**src/rtl/draw_screen_fader.sv**
```systemverilog
// End-of-pipeline VGA screen selector: forwards one of N_SRC streams and crossfades through black
// on a select change, stepping brightness only at frame boundaries of the displayed source.
module draw_screen_fader #(
   parameter int unsigned N_SRC      = 4,
   parameter int unsigned FADE_SHIFT = 2,
   parameter int unsigned SEL_W      = $clog2(N_SRC)
) (
   input  logic                   i_clk,
   input  logic                   i_rst,
   input  logic [SEL_W-1:0]       i_sel,
   input  logic [N_SRC*11-1:0]    i_src_hcount,
   input  logic [N_SRC*11-1:0]    i_src_vcount,
   input  logic [N_SRC-1:0]       i_src_hsync,
   input  logic [N_SRC-1:0]       i_src_vsync,
   input  logic [N_SRC-1:0]       i_src_hblnk,
   input  logic [N_SRC-1:0]       i_src_vblnk,
   input  logic [N_SRC*12-1:0]    i_src_rgb,
   output logic [10:0]            o_hcount,
   output logic [10:0]            o_vcount,
   output logic                   o_hsync,
   output logic                   o_vsync,
   output logic                   o_hblnk,
   output logic                   o_vblnk,
   output logic [11:0]            o_rgb,
   output logic [SEL_W-1:0]       o_active_idx,
   output logic                   o_busy
);

   localparam int unsigned LvlW   = FADE_SHIFT + 1;
   localparam int unsigned ProdW  = FADE_SHIFT + 5;
   localparam logic [FADE_SHIFT:0] LvlMax = LvlW'(1 << FADE_SHIFT);

   typedef enum logic [1:0] {StIdle, StFadeOut, StFadeIn} state_e;

   state_e                r_state, w_state_next;
   logic [FADE_SHIFT:0]   r_level, w_level_next;
   logic [SEL_W-1:0]      r_active_idx, w_active_next;
   logic [SEL_W-1:0]      w_sel_s;
   logic                  r_vblnk_prev;
   logic                  w_vblnk_cur;
   logic                  w_fe;
   logic [FADE_SHIFT:0]   w_level_inc;
   logic [FADE_SHIFT:0]   w_level_dec;

   logic [10:0]           r_s1_hcount, r_s1_vcount;
   logic                  r_s1_hsync, r_s1_vsync, r_s1_hblnk, r_s1_vblnk;
   logic [11:0]           r_s1_rgb;
   logic [ProdW-1:0]      w_prod [3];
   logic [11:0]           w_rgb_scaled;

   always_comb begin
      w_sel_s = (32'(i_sel) < N_SRC) ? i_sel : '0;
   end

   assign w_vblnk_cur = i_src_vblnk[r_active_idx];
   assign w_fe        = w_vblnk_cur & ~r_vblnk_prev;
   assign w_level_inc = r_level + 1'b1;
   assign w_level_dec = r_level - 1'b1;

   always_comb begin
      w_state_next  = r_state;
      w_level_next  = r_level;
      w_active_next = r_active_idx;
      if (w_fe) begin
         unique case (r_state)
            StIdle: begin
               if (w_sel_s != r_active_idx) begin
                  w_state_next = StFadeOut;
                  w_level_next = w_level_dec;
               end
            end
            StFadeOut: begin
               if (w_sel_s == r_active_idx) begin
                  // Abort: climb back from wherever the fade-out got to.
                  w_level_next = w_level_inc;
                  w_state_next = (w_level_inc == LvlMax) ? StIdle : StFadeIn;
               end else if (r_level == LvlW'(1)) begin
                  w_level_next  = '0;
                  w_active_next = w_sel_s;
                  w_state_next  = StFadeIn;
               end else begin
                  w_level_next = w_level_dec;
               end
            end
            StFadeIn: begin
               w_level_next = w_level_inc;
               if (w_level_inc == LvlMax) begin
                  w_state_next = StIdle;
               end
            end
            default: w_state_next = StIdle;
         endcase
      end
   end

   always_ff @(posedge i_clk) begin
      if (!i_rst) begin
         r_state      <= StIdle;
         r_level      <= LvlMax;
         r_active_idx <= '0;
         r_vblnk_prev <= 1'b0;
      end else begin
         r_state      <= w_state_next;
         r_level      <= w_level_next;
         r_active_idx <= w_active_next;
         r_vblnk_prev <= w_vblnk_cur;
      end
   end

   always_ff @(posedge i_clk) begin
      if (!i_rst) begin
         r_s1_hcount <= '0;
         r_s1_vcount <= '0;
         r_s1_hsync  <= 1'b0;
         r_s1_vsync  <= 1'b0;
         r_s1_hblnk  <= 1'b0;
         r_s1_vblnk  <= 1'b0;
         r_s1_rgb    <= '0;
      end else begin
         r_s1_hcount <= i_src_hcount[32'(r_active_idx) * 11 +: 11];
         r_s1_vcount <= i_src_vcount[32'(r_active_idx) * 11 +: 11];
         r_s1_hsync  <= i_src_hsync[r_active_idx];
         r_s1_vsync  <= i_src_vsync[r_active_idx];
         r_s1_hblnk  <= i_src_hblnk[r_active_idx];
         r_s1_vblnk  <= i_src_vblnk[r_active_idx];
         r_s1_rgb    <= i_src_rgb[32'(r_active_idx) * 12 +: 12];
      end
   end

   // Truncating scale; level == LvlMax reproduces the input exactly.
   always_comb begin
      w_rgb_scaled = '0;
      for (int ch = 0; ch < 3; ch++) begin
         w_prod[ch] = ProdW'(r_s1_rgb[ch*4 +: 4]) * ProdW'(r_level);
         w_rgb_scaled[ch*4 +: 4] = 4'(w_prod[ch] >> FADE_SHIFT);
      end
   end

   always_ff @(posedge i_clk) begin
      if (!i_rst) begin
         o_hcount <= '0;
         o_vcount <= '0;
         o_hsync  <= 1'b0;
         o_vsync  <= 1'b0;
         o_hblnk  <= 1'b0;
         o_vblnk  <= 1'b0;
         o_rgb    <= '0;
      end else begin
         o_hcount <= r_s1_hcount;
         o_vcount <= r_s1_vcount;
         o_hsync  <= r_s1_hsync;
         o_vsync  <= r_s1_vsync;
         o_hblnk  <= r_s1_hblnk;
         o_vblnk  <= r_s1_vblnk;
         o_rgb    <= (r_s1_hblnk | r_s1_vblnk) ? 12'h000 : w_rgb_scaled;
      end
   end

   assign o_active_idx = r_active_idx;
   assign o_busy       = (r_state != StIdle);

endmodule

```
**config.mk**
```make
export PLATFORM = sky130hd
export DESIGN_NAME = draw_screen_fader
export DESIGN_NICKNAME = d
export VERILOG_FILES = /design/src/rtl/draw_screen_fader.sv
export SDC_FILE = /design/constraint.sdc
export NUM_CORES = 1
export LEC_CHECK = 0
export CORE_UTILIZATION = 42
export DETAILED_ROUTE_END_ITERATION = 8
export PLACE_DENSITY = 0.82
export SLEW_MARGIN = 20
export SYNTH_ARGS = -nofsm -noshare
export SYNTH_HDL_FRONTEND = slang
export SYNTH_SLANG_ARGS = --single-unit
```
**constraint.sdc**
```tcl
create_clock -name i_clk -period 3.1 [get_ports i_clk]
set_clock_uncertainty 0.2 [all_clocks]
set_input_delay 0.465 -clock i_clk [delete_from_list [all_inputs] [get_ports i_clk]]
set_output_delay 0.465 -clock i_clk [all_outputs]
set_load 0.02 [all_outputs]
```
; Yosys cells after proc, flatten, opt, wreduce, memory -nomap -nowiden
; Index checks and enable logic that the tools add are counted.
[totals]
wordCells = 67
output_inout_bits = 41
reg_bits = 83
[op_classes]
reduce_logical = 7
n_mul = 5
n_eq_ne = 9
n_mux = 18
n_lt_le_gt_ge = 1
shift = 3
addsub = 2
bitwise_logic = 5
[ops]
columns = op, count
row1 = $shiftx A44 B7 Y11, 2
row2 = $shiftx A48 B7 Y12, 1
row3 = $mul A4 B3 Y6, 3
row4 = $mux W2, 5
row5 = $mux W3, 3
row6 = $pmux W3 S3, 1
row7 = $bmux W1 S2, 4
row8 = $reduce_and A4 Y1, 2
row9 = $mul A2 B4 Y6 const B, 1
row10 = $pmux W2 S3, 1
row11 = $mul A2 B2 Y4 const B, 1
row12 = $mux W1, 4
row13 = $ne A2 B2 Y1 const B, 2
row14 = $add A3 B1 Y3 const B, 1
row15 = $eq A3 B1 Y1 const B, 1
row16 = $eq A3 B3 Y1 const B, 1
row17 = $lt A2 B3 Y1 const B, 1
row18 = $ne A3 B3 Y1 const B, 1
row19 = $not A1 Y1, 3
row20 = $reduce_and A3 Y1, 1
row21 = $reduce_bool A3 Y1, 1
row22 = $sub A3 B1 Y3 const B, 1
row23 = $eq A2 B1 Y1 const B, 1
row24 = $eq A2 B2 Y1, 1
row25 = other kinds (7), 7

; Longest topological paths before layout
; Gate-level depths: netlist of the first run.
[logic_depth]
depth_word = 5
ltp_mapped = 10

; Least setup slack after synthesis of the first run
; Ideal clock, no wire load.
[synth_timing]
path_type = register to register
from = register r_level[2]
to = register o_rgb[11]
path_buffers = 2
arrival_time_ps = 2163
setup_time_ps = 122
path_slack_ps = 615
required_time_ps = 2778
path_stages_with_launch = 11
cell_sequence = dfxtp_1 buf_2 clkbuf_1 nand2_1 fa_1 inv_1 ha_1 a21o_1 a21oi_1 xnor2_1 nor2_1
[synth_via]
elab_chain_cells = 1
[synth_rtl]
columns = item, line_no
row1 = from (decl), 36  ; logic [FADE_SHIFT:0] r_level, w_level_next;
row2 = from (signal assigned), 99  ; r_level <= LvlMax;
row3 = from (signal assigned), 104  ; r_level <= w_level_next;
row4 = $mul A4 B3 Y6, 134  ; w_prod[ch] = ProdW'(r_s1_rgb[ch*4 +: 4]) * ProdW'(r_level);
row5 = to (signal assigned), 155  ; o_rgb <= (r_s1_hblnk | r_s1_vblnk) ? 12'h000 : w_rgb_scaled;
row6 = to (decl), 24  ; output logic [11:0] o_rgb,
; Every way passes these cells.
; A chain may end at the register's enable or synchronous reset.

; Final worst setup path of the first run
[layout_timing]
from = register r_level[2]
to = register o_rgb[3]
; The elaborated chain is that of the path after synthesis.

==> results.sh, run 1 <==
export IMPL_num_io_pins=197
export IMPL_worstMarginPinSlew_ns=0.667
export IMPL_drc=0
export IMPL_nNetsFinal=733
export IMPL_initialDrtViolationCount=216
export IMPL_p_total_w=0.00243
export IMPL_worstSkewPairLatency_ns=0.35
export IMPL_holdWs_ns=0.230
export IMPL_seq_area_frac_synth_pct=39.5
export IMPL_grt_antenna_before_repair=0
export IMPL_gr_total_overflow=0
export IMPL_clockBufferDepth=2
export IMPL_worst_path_dominant_cell_family="adder cells"
export IMPL_final_common_cell="clkdlybuf4s50_1"
export IMPL_clockRootBuffer="clkbuf_8"
export IMPL_syn_avg_cell_area_um2=11.7
export IMPL_synthCells=361
export IMPL_period_needed_ns=2.70
export IMPL_io_buffers=196
export IMPL_cp_cell_sequence="nand2_1 > fa_1 > inv_1 > ha_1 > a21o_1 > a21oi_1 > xnor2_1 > nor2_1"
export IMPL_numCtsBuffers=9
export IMPL_final_setup_tns_ns=0
export IMPL_status="finished, final reports clean"
export IMPL_slew_headroom_pct=55.2
export IMPL_path_buf_inv=1
export IMPL_area_growth_pct=52.4
export IMPL_synth_seq_cells=83
export IMPL_wire_per_inst_um=15.3
export IMPL_layout_common_cells="clkdlybuf4s50_1, dfxtp_1, and2_1, mux4_2, nand2_1"
export IMPL_cts_sinks=83
export IMPL_yosysWarningCount=0
export IMPL_drt_total_wl_um=10500
export IMPL_vdd_ir_drop_max_mv=0.243
export IMPL_core_area_um2=9730
export IMPL_grt_pass1_wl_um=15900
export IMPL_synth_edf_count=0
export IMPL_slew_violations=0
export IMPL_required_ns=3.14
export IMPL_synthDistinctLibCells=41
export IMPL_start_util_pct=43.3
export IMPL_die_y_um=102
export IMPL_track_usage_pct=20.1
export IMPL_via_per_inst=4.92
export IMPL_start_kind="flip-flop"
export IMPL_h_tree_depth=3
export IMPL_drive_gt1_share_pct=11.9
export IMPL_p_leak_nw=2.50
export IMPL_async_flop_share_pct=0
export IMPL_rows=36
export IMPL_worstSetupEndpointType="flip-flop"
export IMPL_clk_pin_slew_ns=0.09
export IMPL_setup_viol=0
export IMPL_cts_resized_gates=0
export IMPL_min_path_type="flip-flop to flip-flop"
export IMPL_firstDrtPassIters=4
export IMPL_maxCapViolations=0
export IMPL_finalHoldViolations=0
export IMPL_fp_dieW_um=102
export IMPL_final_antenna_net_count=0
export IMPL_synth_fp_nets=545
export IMPL_grt_start_max_net_pins=71
export IMPL_diodes=0
export IMPL_fillCellCount=776
export IMPL_grt_pass1_vias=3330
export IMPL_rsz0062_at_grt="no"
export IMPL_synthFlopType="dfxtp_1"
export IMPL_criticalPathCategory="flip-flop to flip-flop"
export IMPL_post_cts_buffers=0
export IMPL_clock_fmax_mhz=371
export IMPL_crit_path_max_fanout=17
export IMPL_synth_area_um2=4210
export IMPL_finalCritPeriodShare_pct=87.0
export IMPL_cts_tree="yes"
export IMPL_fp_dieArea_um2=10400
export IMPL_dp_hpwl_um=8230
export IMPL_critPathArrivalTime_ns=2.73
export IMPL_cpMaxStageDelayCell="dfxtp_1"
export IMPL_power_density_nw_per_um2=379
export IMPL_ctsHoldBuffers=0
export IMPL_max_stage_delay_ns=0.69
export IMPL_vias=3383
export IMPL_gp_congestion=0.912
==> cell type report <==
class / instances / area [um2] / area share [%]
inverters: 18 / 67.6 / 1.05
clock buffers: 10 / 128 / 1.99
repair buffers: 199 / 1980 / 30.9
multi-input cells: 238 / 2360 / 36.8
clock inverters: 6 / 47.5 / 0.741
flip-flops and latches: 83 / 1670 / 26.0
well taps: 133 / 166 / 2.59
==> power by group <==
part           switching, W  leakage [nW]  internal (W)  total (W)
registers         0.0000421         0.687       0.00112    0.00117
clock network      0.000408        0.0895      0.000302   0.000710
logic              0.000208          1.73      0.000346   0.000554
total              0.000658          2.50       0.00177    0.00243
==> kinds of logic (layout without fill, tap and decap cells) <==
| logic type | count (synthesis) | in the layout | share of synthesized area [%] |
|---|---|---|---|
| buffers and inverters | 40 | 233 | 4.49 |
| AND/OR/NAND/NOR | 130 | 130 | 17.3 |
| flip-flops | 83 | 83 | 39.5 |
| adder cells (fa/ha/maj) | 28 | 28 | 9.93 |
| AO/OA/AOI/OAI | 24 | 24 | 4.70 |
| XOR/XNOR | 14 | 14 | 3.09 |
| multiplexers | 42 | 42 | 21.0 |
==> sequential cells by signal, summed over array words and instances, names as in the netlist <==
signal,cells
o_hcount,11
o_active_idx,2
o_hblnk,1
o_vblnk,1
r_s1_hcount,11
o_vcount,11
r_s1_vblnk,1
o_hsync,1
r_s1_rgb,12
o_vsync,1
o_rgb,12
r_level,3
r_s1_hsync,1
r_s1_vcount,11
r_state,2
r_s1_vsync,1
r_s1_hblnk,1
==> worst register-to-register path: cells and delay by family, from the launching register on <==
family / cells / cell delay (ns)
fa+ha+maj: 2 / 0.88
flops: 1 / 0.69
compound gates: 2 / 0.34
simple gates: 2 / 0.24
xor+xnor: 1 / 0.15
buf+inv: 1 / 0.08
==> final timing paths <==
check | from | endpoint | slack, ns | cells after the start
min | r_s1_vcount[4] | o_vcount[4] | 0.23 | 1
max | r_level[2] | o_rgb[3] | 0.40 | 8
max reg2reg | r_level[2] | o_rgb[3] | 0.40 | 8
min reg2reg | r_s1_vcount[4] | o_vcount[4] | 0.23 | 1
==> per-stage QoR <==
| step | area [um2] | worst slack, ns | instances | util [%] |
|---|---|---|---|---|
| after floorplan | 4210 | 0.615 | 361 | - |
| after global placement | 6240 | 0.579 | 671 | 64.1 |
| after detailed placement | 6240 | 0.451 | 671 | 64.1 |
| after CTS | 6410 | 0.421 | 687 | 65.9 |
| after global routing | 6410 | 0.272 | 687 | 65.9 |
| final | 6410 | 0.404 | 687 | 65.9 |
==> synthesized netlist by cell type, drive strengths merged (6+ instances only) <==
library cell  instances  share of area, %
dfxtp                83                39
and2                 80                12
mux4                 37                20
nand2                21               1.9
ha                   19               5.6
inv                  18               1.6
clkbuf               15               1.3
nor2                 10              0.89
fa                    9               4.3
buf                   7               1.5
xnor2                 7               1.5
xor2                  7               1.6
a21oi                 6              0.71
==> routing by layer <==
metal  vias to the layer above  global-route usage, %  share of wire (%)
met5                         -                      0                  0
met4                         0                   6.37                1.5
met3                        11                   4.10                6.1
met2                       114                   36.5                 53
met1                      1635                   23.8                 40
li1                       1623                      -                  -
Power figures use the tool's default switching activity.
==> run 2, diff against run 1 <==
Clock period 3.1 ns to 2.8 ns, I/O delays scaled along.
==> run 2 against run 1 <==
Net effect:
- clock-buffer cell count is 2 higher
- critical path depth stayed put
- design area is 1.3% higher
- die area stayed put
- wire length is 3.3% higher
- sequential share of layout area is 0.34 points lower
- worst setup slack worse by 0.13 ns
- global-route usage is 0.88 points higher
- hold slack better by 0.0078 ns
- clock power is 40% higher
- total power is 20% higher
==> results.sh, run 2 (same netlist as run 1, synthesis figures left out) <==
export IMPL_vdd_ir_drop_max_mv=0.283
export IMPL_final_setup_tns_ns=0
export IMPL_cts_resized_gates=0
export IMPL_gp_congestion=0.889
export IMPL_h_tree_depth=3
export IMPL_dp_hpwl_um=8540
export IMPL_cp_cell_sequence="nand2_1 > fa_1 > inv_1 > ha_1 > a21o_1 > a21oi_1 > xnor2_1 > nor2_1"
export IMPL_power_density_nw_per_um2=448
export IMPL_start_util_pct=43.3
export IMPL_finalHoldViolations=0
export IMPL_clockBufferDepth=2
export IMPL_min_path_type="flip-flop to flip-flop"
export IMPL_switching_share_pct=24.5
export IMPL_finalCritPeriodShare_pct=90.2
export IMPL_setup_viol=0
export IMPL_slew_headroom_pct=62.2
export IMPL_cts_sinks=83
export IMPL_p_leak_nw=2.55
export IMPL_crit_path_max_fanout=11
export IMPL_p_int_w=0.00220
export IMPL_post_cts_buffers=0
export IMPL_initialDrtViolationCount=165
export IMPL_final_antenna_net_count=0
export IMPL_vias=3382
export IMPL_p_sw_w=0.000713
export IMPL_combPwrFrac_pct=21.6
export IMPL_final_common_cell="clkdlybuf4s50_1"
export IMPL_via_per_inst=4.90
export IMPL_io_buffers=196
export IMPL_wire_per_inst_um=15.7
export IMPL_maxCapViolations=0
export IMPL_drive_gt1_share_pct=12.2
export IMPL_nNetsFinal=736
export IMPL_pwr_share_clk_pct=34.2
export IMPL_fillCellCount=774
export IMPL_track_usage_pct=21.0
export IMPL_clockRootBuffer="clkbuf_8"
export IMPL_criticalPathCategory="flip-flop to flip-flop"
export IMPL_final_util_pct=66.8
export IMPL_grt_antenna_before_repair=0
export IMPL_status="finished, final reports clean"
export IMPL_worst_path_dominant_cell_family="adder cells"
export IMPL_rsz0062_at_grt="no"
export IMPL_num_io_pins=197
export IMPL_largestRegisters="o_rgb: 12 flops, r_s1_rgb: 12 flops"
export IMPL_grt_pass1_wl_um=16600
export IMPL_worstMarginPinSlew_ns=0.563
export IMPL_drc=0
export IMPL_fp_dieW_um=102
export IMPL_max_stage_delay_ns=0.62
export IMPL_period_needed_ns=2.53
export IMPL_required_ns=2.84
export IMPL_ctsHoldBuffers=0
export IMPL_cts_tree="yes"
export IMPL_start_kind="flip-flop"
export IMPL_layout_common_cells="clkdlybuf4s50_1, dfxtp_1, and2_1, mux4_2, nand2_1"
export IMPL_path_buf_inv=1
export IMPL_grt_pass1_vias=3511
export IMPL_pwr_share_seq_pct=44.2
export IMPL_clk_pin_slew_ns=0.09
export IMPL_grt_start_max_net_pins=71
export IMPL_rows=36
export IMPL_worstSetupEndpointType="flip-flop"
export IMPL_diodes=0
export IMPL_firstDrtPassIters=4
export IMPL_cpMaxStageDelayCell="fa_1"
export IMPL_fp_dieArea_um2=10400
export IMPL_worstSkewPairLatency_ns=0.35
export IMPL_drt_total_wl_um=10900
export IMPL_die_y_um=102
export IMPL_gr_total_overflow=0
export IMPL_slew_violations=0
export IMPL_core_area_um2=9730
export IMPL_numCtsBuffers=9
export IMPL_critPathArrivalTime_ns=2.57
export IMPL_area_growth_pct=54.4
export IMPL_clock_fmax_mhz=396
==> run 2: cell types whose count changed in the layout (fill, tap and decap cells not counted) <==
cell / before / now
buf_4: 3 / 6
bufinv_16: 0 / 2
inv_6: 2 / 0
clkbuf_1: 1 / 2
clkbuf_16: 0 / 1
clkinv_2: 1 / 0
clkinv_4: 0 / 1
clkinvlp_4: 1 / 0
inv_4: 1 / 0
==> run 2: routing by layer <==
| metal | GRT usage [%] | vias up | share of wire, % |
|---|---|---|---|
| met3 | 4.86 | 10 | 6.2 |
| met4 | 5.27 | 0 | 1.3 |
| met2 | 37.8 | 121 | 53 |
| met5 | 0 | - | 0 |
| met1 | 25.3 | 1625 | 40 |
| li1 | - | 1626 | - |
==> run 2: worst paths after layout <==
path                                      from           to  slack, ns  cells after the start
worst min-delay path            r_s1_hcount[2]  o_hcount[2]       0.24                      1
worst max register to register      r_level[2]    o_rgb[11]       0.27                      8
worst max-delay path                r_level[2]    o_rgb[11]       0.27                      8
worst min register to register  r_s1_hcount[2]  o_hcount[2]       0.24                      1
==> run 2: through the flow <==
| step | power [W] | setup WS, ns | std cells | hold WS, ns | area, um2 |
|---|---|---|---|---|---|
| floorplan | 0.00159 | 0.315 | 361 | 0.212 | 4210 |
| CTS | 0.00294 | 0.300 | 690 | 0.232 | 6500 |
| detailed placement | 0.00194 | 0.311 | 674 | 0.219 | 6260 |
| global route | 0.00306 | 0.159 | 690 | 0.251 | 6500 |
| global placement | 0.00191 | 0.444 | 674 | 0.214 | 6260 |
| finish | 0.00291 | 0.275 | 690 | 0.238 | 6500 |
==> run 2: final cells by class <==
cell class / instances / area (um2) / share of cell area [%]
Timing Repair Buffer: 202 / 2000 / 30.8
Tap cell: 133 / 166 / 2.56
Inverter: 18 / 67.6 / 1.04
Clock inverter: 4 / 80.1 / 1.23
Clock buffer: 12 / 156 / 2.41
Sequential cell: 83 / 1670 / 25.6
Multi-Input combinational cell: 238 / 2360 / 36.3
==> run 2: power groups by stage <==
stage	logic, W	clock network, W	registers (W)
floorplan	0.000263	0	0.00133
global placement	0.000605	0	0.00131
finish	0.000629	0.000997	0.00129
detailed placement	0.000628	0	0.00131
global route	0.000683	0.00108	0.00130
CTS	0.000633	0.00102	0.00129
==> run 3, diff against run 2 <==
Settings changed: GPL_TIMING_DRIVEN from default to 0.
==> run 3 against run 2 <==
Net effect:
- total power fell by 7.4%
- wire length down 1.1%
- critical path depth rose by 1
- non-clock buffer count rose by 15
- sequential cell count unchanged
- die area unchanged
- hold slack worse by 0.00062 ns
- sequential power about the same
- first-iteration DRC count increased by 19%
- cell count grew 2.2%
- sequential share of layout area shrank 0.12 points
- critical path type unchanged
- highest routed layer unchanged
==> results.sh, run 3 (same netlist as run 1, synthesis figures left out) <==
export IMPL_clockBufferDepth=2
export IMPL_p_leak_nw=2.54
export IMPL_nNetsFinal=751
export IMPL_post_cts_buffers=0
export IMPL_grt_pass1_wl_um=16300
export IMPL_numCtsBuffers=9
export IMPL_fp_dieArea_um2=10400
export IMPL_die_y_um=102
export IMPL_firstDrtPassIters=4
export IMPL_startpoint="r_level[2]"
export IMPL_min_path_type="flip-flop to flip-flop"
export IMPL_core_area_um2=9730
export IMPL_finalCritPeriodShare_pct=89.4
export IMPL_cts_tree="yes"
export IMPL_cts_resized_gates=0
export IMPL_h_tree_depth=3
export IMPL_final_setup_tns_ns=0
export IMPL_fp_dieW_um=102
export IMPL_drive_gt1_share_pct=11.9
export IMPL_worstMarginPinSlew_ns=0.678
export IMPL_period_needed_ns=2.50
export IMPL_final_antenna_net_count=0
export IMPL_worstSkewPairLatency_ns=0.35
export IMPL_clock_fmax_mhz=399
export IMPL_cts_sinks=83
export IMPL_start_kind="flip-flop"
export IMPL_clockRootBuffer="clkbuf_8"
export IMPL_io_buffers=196
export IMPL_layoutNonFillerInstCount=705
export IMPL_rows=36
export IMPL_maxCapViolations=0
export IMPL_crit_path_max_fanout=17
export IMPL_diodes=0
export IMPL_start_util_pct=43.3
export IMPL_grt_pass1_vias=3430
export IMPL_track_usage_pct=20.8
export IMPL_final_common_cell="clkdlybuf4s50_1"
export IMPL_area_growth_pct=54.6
export IMPL_num_io_pins=197
export IMPL_worst_slack_ns=0.296
export IMPL_ctsHoldBuffers=0
export IMPL_finalHoldViolations=0
export IMPL_min_from="r_s1_vcount[10]"
export IMPL_drc=0
export IMPL_initialDrtViolationCount=196
export IMPL_status="finished, final reports clean"
export IMPL_dpl_cell_count=690
export IMPL_whs_path_depth=1
export IMPL_layout_common_cells="clkdlybuf4s50_1, dfxtp_1, and2_1, mux4_2, nand2_1"
export IMPL_worstSetupEndpointType="flip-flop"
export IMPL_setup_viol=0
export IMPL_gr_total_overflow=0
export IMPL_grt_antenna_before_repair=0
export IMPL_gp_congestion=0.899
export IMPL_preCtsSetupSlack_ns=-0.0294
export IMPL_power_density_nw_per_um2=414
export IMPL_clk_pin_slew_ns=0.08
export IMPL_grt_start_max_net_pins=18
export IMPL_final_util_pct=66.9
export IMPL_largestRegisters="o_rgb: 12 flops, r_s1_rgb: 12 flops"
export IMPL_criticalPathCategory="flip-flop to flip-flop"
export IMPL_critPathArrivalTime_ns=2.54
export IMPL_via_per_inst=4.89
export IMPL_drt_total_wl_um=10700
export IMPL_rr_worst_depth=9
export IMPL_r2r_start="r_level[2]"
export IMPL_required_ns=2.84
export IMPL_vias=3449
export IMPL_dp_hpwl_um=8830
export IMPL_vdd_ir_drop_max_mv=0.228
export IMPL_slew_violations=0
export IMPL_slew_headroom_pct=54.4
export IMPL_fillCellCount=780
export IMPL_wire_per_inst_um=15.2
export IMPL_rsz0062_at_grt="no"
-- run 3: where the power goes --
part / switching, W / internal, W / total (W)
Clock: 0.000452 / 0.000330 / 0.000782
Combinational: 0.000250 / 0.000386 / 0.000636
Sequential: 0.0000312 / 0.00125 / 0.00128
-- run 3: cell type report --
class / count / area [um2] / area share (%)
Tap cell: 133 / 166 / 2.56
Multi-Input combinational cell: 238 / 2360 / 36.2
Timing Repair Buffer: 196 / 1960 / 30.1
Sequential cell: 83 / 1660 / 25.5
Inverter: 18 / 67.6 / 1.04
Buffer: 21 / 119 / 1.83
Clock inverter: 6 / 46.3 / 0.711
Clock buffer: 10 / 128 / 1.96
-- run 3: worst paths after layout --
kind / slack (ns) / to
hold / removal: 0.24 / o_vcount[10]
setup reg to reg: 0.30 / o_rgb[11]
hold reg to reg: 0.24 / o_vcount[10]
setup / recovery: 0.30 / o_rgb[11]
-- run 3: through the flow --
stage | hold slack, ns | instance area (um2) | power, W
final | 0.237 | 6510 | 0.00270
after global routing | 0.250 | 6510 | 0.00282
after CTS | 0.237 | 6510 | 0.00271
after detailed placement | 0.218 | 6340 | 0.00194
after global placement | 0.214 | 6340 | 0.00192
after floorplan | 0.212 | 4210 | 0.00159
-- run 3: metal layers --
layer,GRT usage [%],vias up,wire (um)
met5,0,-,0
met4,6.04,0,151
met3,4.51,13,602
met2,36.9,123,5630
met1,25.2,1656,4360
li1,-,1657,-
-- run 3: worst max-delay path: stages (launching register included) --
cell     delay, ns
dfxtp_1       0.32
buf_2         0.28
nand2_1       0.13
fa_1          0.61
inv_1         0.06
ha_1          0.29
a21o_1        0.16
a21oi_1       0.17
xnor2_1       0.13
nor2_1        0.05
